**src/rtl/ox_result_sequencer.sv**
```systemverilog
// Round-result sequencer for the "P1 o" / "P2 X" 7-segment display: latches the winner,
// keeps saturating scores, and blinks then holds the o/x select lines (blink phase built only with OX_SEQ_BLINK_EN).
module ox_result_sequencer #(
    parameter int CLK_DIV = 25_000_000,
    parameter int BLINKS  = 3,
    parameter int SCORE_W = 4
) (
    input  logic               clk,
    input  logic               reset,
    input  logic               win_o_i,
    input  logic               win_x_i,
    input  logic               clear_i,
    output logic               o,
    output logic               x,
    output logic               busy,
    output logic [SCORE_W-1:0] score_o,
    output logic [SCORE_W-1:0] score_x
);

    typedef enum logic [1:0] {
        IDLE     = 2'd0,
        SHOW_ON  = 2'd1,
        SHOW_OFF = 2'd2,
        HOLD     = 2'd3
    } state_t;

    // Elaboration-time guard on the timing parameters.
    if (CLK_DIV < 2 || BLINKS < 1) begin : g_cfg_check
        $error("ox_result_sequencer: CLK_DIV must be >= 2 and BLINKS >= 1");
    end

    state_t             state_reg;
    logic               o_reg;
    logic               x_reg;
    logic [SCORE_W-1:0] score_o_reg;
    logic [SCORE_W-1:0] score_x_reg;

    // Exactly one winner; simultaneous pulses are a draw and change nothing.
    logic accept;
    assign accept = win_o_i ^ win_x_i;

    function automatic logic [SCORE_W-1:0] sat_inc(input logic [SCORE_W-1:0] v);
        return (v == '1) ? v : v + 1'b1;
    endfunction

`ifdef OX_SEQ_BLINK_EN
    localparam int PW = $clog2(CLK_DIV);
    localparam int BW = (BLINKS > 1) ? $clog2(BLINKS) : 1;
    localparam logic [PW-1:0] PHASE_LAST = PW'(CLK_DIV - 1);
    localparam logic [BW-1:0] BLINK_LAST = BW'(BLINKS - 1);

    logic          who_reg;   // 0 = player 1 (o), 1 = player 2 (x)
    logic          busy_reg;
    logic [PW-1:0] phase_reg;
    logic [BW-1:0] blink_reg;

    assign busy = busy_reg;
`else
    assign busy = 1'b0;
`endif

    always_ff @(posedge clk) begin
        if (reset) begin
            state_reg   <= IDLE;
            o_reg       <= 1'b0;
            x_reg       <= 1'b0;
            score_o_reg <= '0;
            score_x_reg <= '0;
`ifdef OX_SEQ_BLINK_EN
            who_reg     <= 1'b0;
            busy_reg    <= 1'b0;
            phase_reg   <= '0;
            blink_reg   <= '0;
`endif
        end else if (clear_i) begin
            state_reg <= IDLE;
            o_reg     <= 1'b0;
            x_reg     <= 1'b0;
`ifdef OX_SEQ_BLINK_EN
            busy_reg  <= 1'b0;
            phase_reg <= '0;
            blink_reg <= '0;
`endif
        end else begin
            case (state_reg)
                IDLE, HOLD: begin
                    if (accept) begin
                        o_reg <= win_o_i;
                        x_reg <= win_x_i;
                        if (win_o_i) begin
                            score_o_reg <= sat_inc(score_o_reg);
                        end else begin
                            score_x_reg <= sat_inc(score_x_reg);
                        end
`ifdef OX_SEQ_BLINK_EN
                        who_reg   <= win_x_i;
                        state_reg <= SHOW_ON;
                        busy_reg  <= 1'b1;
                        phase_reg <= '0;
                        blink_reg <= '0;
`else
                        state_reg <= HOLD;
`endif
                    end
                end
`ifdef OX_SEQ_BLINK_EN
                SHOW_ON: begin
                    if (phase_reg == PHASE_LAST) begin
                        phase_reg <= '0;
                        state_reg <= SHOW_OFF;
                        o_reg     <= 1'b0;
                        x_reg     <= 1'b0;
                    end else begin
                        phase_reg <= phase_reg + 1'b1;
                    end
                end
                SHOW_OFF: begin
                    if (phase_reg == PHASE_LAST) begin
                        phase_reg <= '0;
                        o_reg     <= ~who_reg;
                        x_reg     <= who_reg;
                        if (blink_reg == BLINK_LAST) begin
                            state_reg <= HOLD;
                            busy_reg  <= 1'b0;
                        end else begin
                            blink_reg <= blink_reg + 1'b1;
                            state_reg <= SHOW_ON;
                        end
                    end else begin
                        phase_reg <= phase_reg + 1'b1;
                    end
                end
`endif
                default: begin
                end
            endcase
        end
    end

    assign o       = o_reg;
    assign x       = x_reg;
    assign score_o = score_o_reg;
    assign score_x = score_x_reg;

endmodule

```
**config.mk**
```make
export PLATFORM = sky130hd
export DESIGN_NAME = ox_result_sequencer
export DESIGN_NICKNAME = d
export VERILOG_FILES = /design/src/rtl/ox_result_sequencer.sv
export SDC_FILE = /design/constraint.sdc
export NUM_CORES = 1
export LEC_CHECK = 0
export ABC_AREA = 1
export BUFFER_PORTS_ARGS = -buffer_cell sky130_fd_sc_hd__buf_2
export CAP_MARGIN = 20
export CORE_AREA = 2 2 39 41
export DETAILED_ROUTE_END_ITERATION = 8
export DIE_AREA = 0 0 41 43
export GPL_ROUTABILITY_DRIVEN = 0
export PLACE_DENSITY = 0.6
export SYNTH_ARGS = -nofsm -noshare
export SYNTH_HDL_FRONTEND = slang
export SYNTH_SLANG_ARGS = --single-unit
```
**constraint.sdc**
```tcl
create_clock -name clk -period 1.42 [get_ports clk]
set_input_delay 0.071 -clock clk [delete_from_list [all_inputs] [get_ports clk]]
set_output_delay 0.071 -clock clk [all_outputs]
set_load 0.02 [all_outputs]
```
# [After elaboration in Yosys (flattened, before gate mapping)]
# Cells that the tools add are included.
[totals] word_cells=21 reg_bits=11 out_inout_bits=11 inputBits=5
[op_classes] bitwise_logic=5 add_sub_neg=2 n_reduce_logical=6 n_eq_ne=3
[ops] operator="5-bit AND reduction" n=2
[ops] operator="4-bit by 1-bit adder with 4-bit output (second input constant)" n=2
[ops] operator="4-bit equality test (second input constant)" n=2
[ops] operator="1-bit inverter" n=4
[ops] operator="2-bit OR reduction" n=2
[ops] operator="2-bit equality test (second input constant)" n=1
[ops] operator="2-bit zero test" n=1
[ops] operator="2-bit AND reduction" n=1
[ops] operator="1-bit XOR" n=1

# [Depth between registers and ports, before layout]
# Gate-level depths: netlist of the first run.
[logic_depth] word_depth=3 ltp_mapped=8 depth_no_buf=8

# [Least setup slack after synthesis of the first run]
# Ideal clock, no wire load.
[synth_path] path_type="reg2reg" startpoint="register score_o_reg[1], in the netlist score_o[1]" endpoint="register score_o_reg[3], in the netlist score_o[3]" setup_ns=0.115 arrival_time_ns=1.062 period_less_slack_ns=1.177 required_time_ns=1.305 slack_ns=0.243 stages_incl_launch_ff=7 n_path_buf=0 cell_sequence="dfxtp_1 ha_1 nand3_2 nand2_1 inv_1 a21oi_1 nor2_1"
[synth_via] elab_chain_len=3 word_cells_on_any_way=4 classes_between="add/sub (1); eq/ne (1); bitwise (1); reduce/logical (1)"
[synth_lines] element="from (decl)" line_no="35" text="logic [SCORE_W-1:0] score_o_reg;"
[synth_lines] element="from (signal assigned)" line_no="91" text="score_o_reg <= sat_inc(score_o_reg);"
[synth_lines] element="parallel branches: the longest is 3 deep, another holds 4-bit by 1-bit adder with 4-bit output"
# Parallel ways; which one is timed is not known.
# A chain may end at the register's enable or synchronous reset.

# [Worst setup path in the final report of the first run]
[layout_path] startpoint="register score_x_reg[0], in the netlist score_x[0]" endpoint="register score_x_reg[2], in the netlist score_x[2]"
[layout_via] elab_chain_len=3 word_cells_on_any_way=4 classes_between="add/sub (1); eq/ne (1); bitwise (1); reduce/logical (1)"
[layout_lines] element="from (decl)" line_no="36" text="logic [SCORE_W-1:0] score_x_reg;"
[layout_lines] element="from (signal assigned)" line_no="93" text="score_x_reg <= sat_inc(score_x_reg);"
[layout_lines] element="parallel branches: the longest is 3 deep, another holds 4-bit by 1-bit adder with 4-bit output"
# Parallel ways; which one is timed is not known.

==> results by group, run 1 <==
Logic synthesis
  • YS warnings: 0
  • Mapped Cells: just under 80
  • Synth top area share: a little under two fifths
  • Cell with the most instances after synthesis: nand2_1
  • Top post-synthesis cells by area: dfxtp_1, nand2_1, nor2_1, inv_1, ha_1
  • Seq/Total Area, Yosys: 37.9%
  • Yosys cell types: 15
  • Post-synth top cells: nand2_1, nor2_1, inv_1
  • Synthesized area per cell: roughly 6.7 µm²
  • Post-synth EDFFs: 0
  • Syn nets: 87
  • Largest area contributor in the netlist: dfxtp_1
  • Mapped Area: 528 µm²
  • Post-synthesis sequential element count: 10
  • Async S/R FF share, synth: 0%
  • Post-synth top flop: dfxtp_1

Worst setup path
  • Required time of the critical path: around 1600 ps
  • R2R cell count: 7
  • Critical path type: flip-flop to flip-flop
  • Crit path largest cell delay: between 300 and 400 ps
  • Worst Setup End Kind: flip-flop
  • Worst path slowest cell: dfxtp_1
  • CP most frequent cell: nand2_1
  • R2R Setup Slk: 310 ps
  • Worst R2R End: score_x[2]
  • Worst Path Arrival: 1280 ps
  • Worst setup endpoint: score_x[2]
  • CP Launch Point: score_x[0]
  • Critical-path cell list: ha_1, nand3_1, nand2_1, nor2_1, nand2_1, nand2_1, nor2_1
  • Source of the worst register-to-register timing path: score_x[0]
  • CP Max Fanout: 4
  • CP startpoint kind: flip-flop

Run
  • Max cap viols: 0

CTS
  • Inserted Clock Buffers: 3
  • Clock Path Buffers: 2
  • Clock latency at the later pin of the worst-skew pair: around 270 ps
  • Clk sinks: 10
  • Setup Buffers After CTS: 0
  • Root Buffer: clkbuf_4
  • TritonCTS clock tree: yes
  • CTS clk-pin slew, worst paths: roughly 70 ps
  • Htree depth: 1

Timing
  • Setup ws final: ~310 ps
  • RSZ-0062 raised after global routing: false
  • TNS Setup: 0 ps
  • Fmax: between 0.9 and 1 GHz
  • Final Critical Period: 1110 ps
  • Period utilisation layout: around 80%
  • Setup Viol. Count Final: 0
  • Worst Hold Slack: 63.2 ps
  • Clk_skew: 1.07 ps
  • Max Slew Vio Count: 0
  • Final Hold Viols: 0

Placement
  • Pre-CTS setup slack: about 310 ps
  • PortBufs: 14
  • Placed insts: approximately 110
  • Dpl hpwl: roughly 750 µm
  • DP Area: about 600 µm²

Floorplanning
  • # rows: 14
  • Initial Util: about two fifths
  • Chip width: 41 µm
  • Die ar.: around 1800 µm²
  • Die height: about 43 µm
  • Core area: 1380 µm²
  • # IOs: 16

Cells and area
  • Post-route cell area: 657 µm²
  • Non-Filler Instances: around 110
  • Synth-to-layout area growth: 24.4%
  • Layout cells sized above 1: a little under a quarter
  • Ant diodes: 0
  • Nets: about 110
  • # fillers: 146

Detailed routing
  • DR pass1 iterations: 2
  • Vias: 510
  • DR WL/cell: between 8 and 9 µm
  • DRT antenna net count: 0
  • Final wirelength: 973 µm
  • Drt drc: 0
  • Vias per inst: approximately 4.5
  • 1st-iter DRT viols: 6

Pwr
  • Peak supply drop: 0.509 mV
  • PD cells: ~1000 nW/µm²
  • Static Leakage: between 0.3 and 0.4 nW

Global routing
  • Met2 Use GR: between 10% and 20%
  • Vias in the first global route: roughly 440
  • First-pass GRT wire length: between 1500 and 2000 µm
  • Met1 Use GR: 16.5%
  • Met3 Track Usage GR: 3.14%
  • Initial antenna violation count: 0
  • GRT overflow: 0
  • Largest net degree at the start of global routing: 9
  • GRT Resource Usage Total: between 10 and 15%
  • GRT Max-Usage Layer: met2

Hold path
  • Hold Crit Class: primary input to flip-flop

Run status
  • Outcome: completed
[through the flow]
stage	total power [mW]	util, %
2_1_floorplan	0.370	-
3_3_place_gp	0.393	44.1
3_5_place_dp	0.394	44.1
4_1_cts	0.661	47.5
5_1_grt	0.694	47.5
6_report	0.652	47.5
[power by group]
| group | leakage [nW] | internal, mW | total (mW) | switching (mW) |
|---|---|---|---|---|
| clock network | 0.0210 | 0.156 | 0.263 | 0.107 |
| logic | 0.248 | 0.0323 | 0.0891 | 0.0568 |
| registers | 0.0814 | 0.291 | 0.300 | 0.00888 |
[timing repair]
item	in CTS	in global routing
hold buffers	1	0
endpoints found under the hold margin	1	0
gates resized for setup	0	0
[cells by family after synthesis]
logic type / synth area share, %
other: 0.710
and+or+nand+nor: 35.1
buffers and inverters: 10.7
AOI/OAI and AO/OA: 8.53
DFF: 37.9
adders and majority gates: 7.11
[worst max-delay path: cells and delay by family, from the launching register on]
kind / cells / cell delay (ps)
flip-flops: 1 / 340
adder cells (fa/ha/maj): 1 / 220
AND/OR/NAND/NOR: 6 / 460
[metal layers]
layer,vias up,share of wire [%]
met5,-,0
met4,0,1.2
met3,2,4.5
met2,8,49
met1,220,45
li1,280,-
[cells in the final DEF (no fill, tap or decap), drive strengths merged]
cell	count
buf	14
ha	3
or2	1
dlygate4sd3	1
nand3	7
a21oi	4
dfxtp	10
nand2	19
nand4	1
clkbuf	4
o21ai	2
conb	1
inv	13
nor2	15
a211oi	2
[area by class of cell]
type                    instances  area, µm²  area share, %
multi-input cells              55        272           41.3
inverters                      13       48.8           7.43
clock buffers                   4       36.3           5.52
repair buffers                 15       80.1           12.2
flip-flops and latches         10        200           30.5
well taps                      16       20.0           3.05
[worst min-delay path by stage]
stage	startpoint	end	slack, ps	cells past startpoint
floorplan	reset	score_o[1]	140	1
global placement	reset	score_o[1]	260	2
detailed placement	reset	score_o[1]	260	2
CTS	win_x_i	x	60	3
global route	win_x_i	x	80	3
finish	win_x_i	x	60	3
(Power assumes the default switching activity.)
==> run 2: changes to the inputs <==
Clock period 1.42 ns to 1.2 ns, I/O delays scaled along.
==> run 2 against run 1 <==
- first-iteration DRC count decreased by 33%
- utilization increased by 1.4 points
- via count increased by 3.7%
- critical endpoint is now score_o[0]
- highest routed layer unchanged
==> results by group, run 2 (synthesized netlist as in run 1, its figures left out) <==
Worst setup path
  • Worst Path Arrival: 1260 ps (was 1280 ps)
  • CP startpoint kind: flip-flop (unchanged)
  • Worst R2R End: score_o[0] (was score_x[2])
  • R2R Setup Slk: 100 ps (was 310 ps)
  • CP Max Fanout: 5 (was 4)
  • R2R cell count: 5 (was 7)
  • Source of the worst register-to-register timing path: score_o[0] (was score_x[0])
  • Critical path type: flip-flop to flip-flop (unchanged)
  • Required time of the critical path: 1360 ps (was 1590 ps)
  • Worst Setup End Kind: flip-flop (unchanged)

CTS
  • Inserted Clock Buffers: 3 (unchanged)
  • Htree depth: 1 (unchanged)
  • CTS clk-pin slew, worst paths: 70 ps (about the same)
  • Root Buffer: clkbuf_4 (unchanged)
  • Setup Buffers After CTS: 0 (unchanged)
  • Clock latency at the later pin of the worst-skew pair: 260 ps (was 270 ps)
  • Clk sinks: 10 (unchanged)
  • Clock Path Buffers: 2 (unchanged)
  • TritonCTS clock tree: yes (unchanged)

Floorplanning
  • # rows: 14 (unchanged)
  • Die height: 43 µm (unchanged)
  • Chip width: 41 µm (unchanged)
  • # IOs: 16 (unchanged)
  • Die ar.: 1760 µm² (unchanged)
  • Initial Util: 38.2% (unchanged)
  • Core area: 1380 µm² (unchanged)

Detailed routing
  • DR WL/cell: 8.77 µm (was 8.61 µm)
  • Vias: 529 (was 510)
  • Drt drc: 0 (unchanged)
  • DRT antenna net count: 0 (unchanged)
  • Final wirelength: 1010 µm (was 973 µm)
  • 1st-iter DRT viols: 4 (was 6)
  • Vias per inst: 4.60 (was 4.51)
  • DR pass1 iterations: 2 (unchanged)

Cells and area
  • Nets: 108 (was 106)
  • Commonest cells after routing, fill and taps aside: nand2_1, nor2_1, buf_2, inv_1, dfxtp_1 (unchanged)
  • Ant diodes: 0 (unchanged)
  • Synth-to-layout area growth: 28.0% (was 24.4%)
  • Commonest non-fill, non-tap cell in the layout: nand2_1 (unchanged)
  • Layout cells sized above 1: 26.3% (was 22.7%)
  • Non-Filler Instances: 115 (was 113)

Timing
  • Clk_skew: 1.33 ps (was 1.07 ps)
  • Setup Viol. Count Final: 0 (unchanged)
  • RSZ-0062 raised after global routing: true (was false)
  • Max Slew Vio Count: 0 (unchanged)
  • Period utilisation layout: 91.6% (was 78.1%)
  • Final Critical Period: 1100 ps (was 1110 ps)
  • Final Hold Viols: 0 (unchanged)
  • Fmax: 0.910 GHz (was 0.902 GHz)

Placement
  • Dpl hpwl: 781 µm (was 748 µm)
  • Placed insts: 110 (was 108)
  • PortBufs: 14 (unchanged)

Hold path
  • Hold Crit Class: primary input to flip-flop (unchanged)
  • Hold Crit Endpoint: x (unchanged)
  • Hold depth: 3 (unchanged)
  • Hold path start: win_x_i (unchanged)

Pwr
  • Static Leakage: 0.361 nW (was 0.350 nW)
  • Peak supply drop: 0.597 mV (was 0.509 mV)
  • Power Total: 0.771 mW (was 0.652 mW)
  • PD cells: 1140 nW/µm² (was 992 nW/µm²)

Global routing
  • Vias in the first global route: 468 (was 441)
  • GRT Resource Usage Total: 14.3% (was 13.9%)
  • GRT overflow: 0 (unchanged)
  • First-pass GRT wire length: 1710 µm (was 1610 µm)
  • Initial antenna violation count: 0 (unchanged)
  • Largest net degree at the start of global routing: 9 (unchanged)

Run
  • Max cap viols: 0 (unchanged)

Run status
  • Outcome: completed (unchanged)
==> run 2: worst max-delay path, cell delays in order (launching register included) <==
cell and delay, ps:
dfxtp_1 330, ha_1 230, nand3_2 100, nand3_2 110
o21ai_0 170, nor2_1 50
==> run 2: routing by layer <==
layer | part of all wire, % | track usage [%]
met1 | 43 | 16.2
met5 | 0 | 0
met3 | 4.2 | 3.14
met4 | 1.1 | 10.0
met2 | 51 | 22.2
==> run 2: power by group <==
part | internal (mW) | leakage, nW | switching (mW)
sequential | 0.345 | 0.0818 | 0.00967
clock | 0.184 | 0.0210 | 0.119
combinational | 0.0417 | 0.258 | 0.0712
total | 0.570 | 0.361 | 0.200
==> run 2: timing repair <==
| action | 4_1_cts | 5_1_grt |
|---|---|---|
| hold buffers | 1 | 0 |
| endpoints found under the hold margin | 1 | 0 |
| setup endpoints to repair | 0 | 4 |
| gates resized for setup | 0 | 3 |
==> run 2: area by class of cell <==
| cell class | instances | area [µm²] |
|---|---|---|
| Clock buffer | 4 | 36.3 |
| Sequential cell | 10 | 201 |
| Tap cell | 16 | 20.0 |
| Inverter | 13 | 48.8 |
| Timing Repair Buffer | 17 | 95.1 |
| Multi-Input combinational cell | 55 | 274 |
| Fill cell | 149 | 708 |
==> run 2: how the worst max path moves through the flow <==
stage / from / end / slack (ps)
floorplan: score_o[1] / score_o[3] / 20
global placement: win_o_i / score_x[3] / 100
detailed placement: score_o[0] / score_o[0] / 90
CTS: score_o[0] / score_o[0] / 80
global route: score_x[1] / score_x[3] / -20
finish: score_o[0] / score_o[0] / 100
==> run 2: per-stage QoR <==
| step | setup slack (ps) | util (%) | hold slack, ps | instance area, µm² | TNS (ps) |
|---|---|---|---|---|---|
| after floorplan | 23.0 | - | 129 | 528 | 0 |
| after global placement | 98.7 | 45.2 | 246 | 626 | 0 |
| after detailed placement | 92.8 | 45.2 | 253 | 626 | 0 |
| after CTS | 80.5 | 48.6 | 73.1 | 672 | 0 |
| after global routing | -16.1 | 48.8 | 69.5 | 676 | -22.9 |
| final | 101 | 48.8 | 71.0 | 676 | 0 |
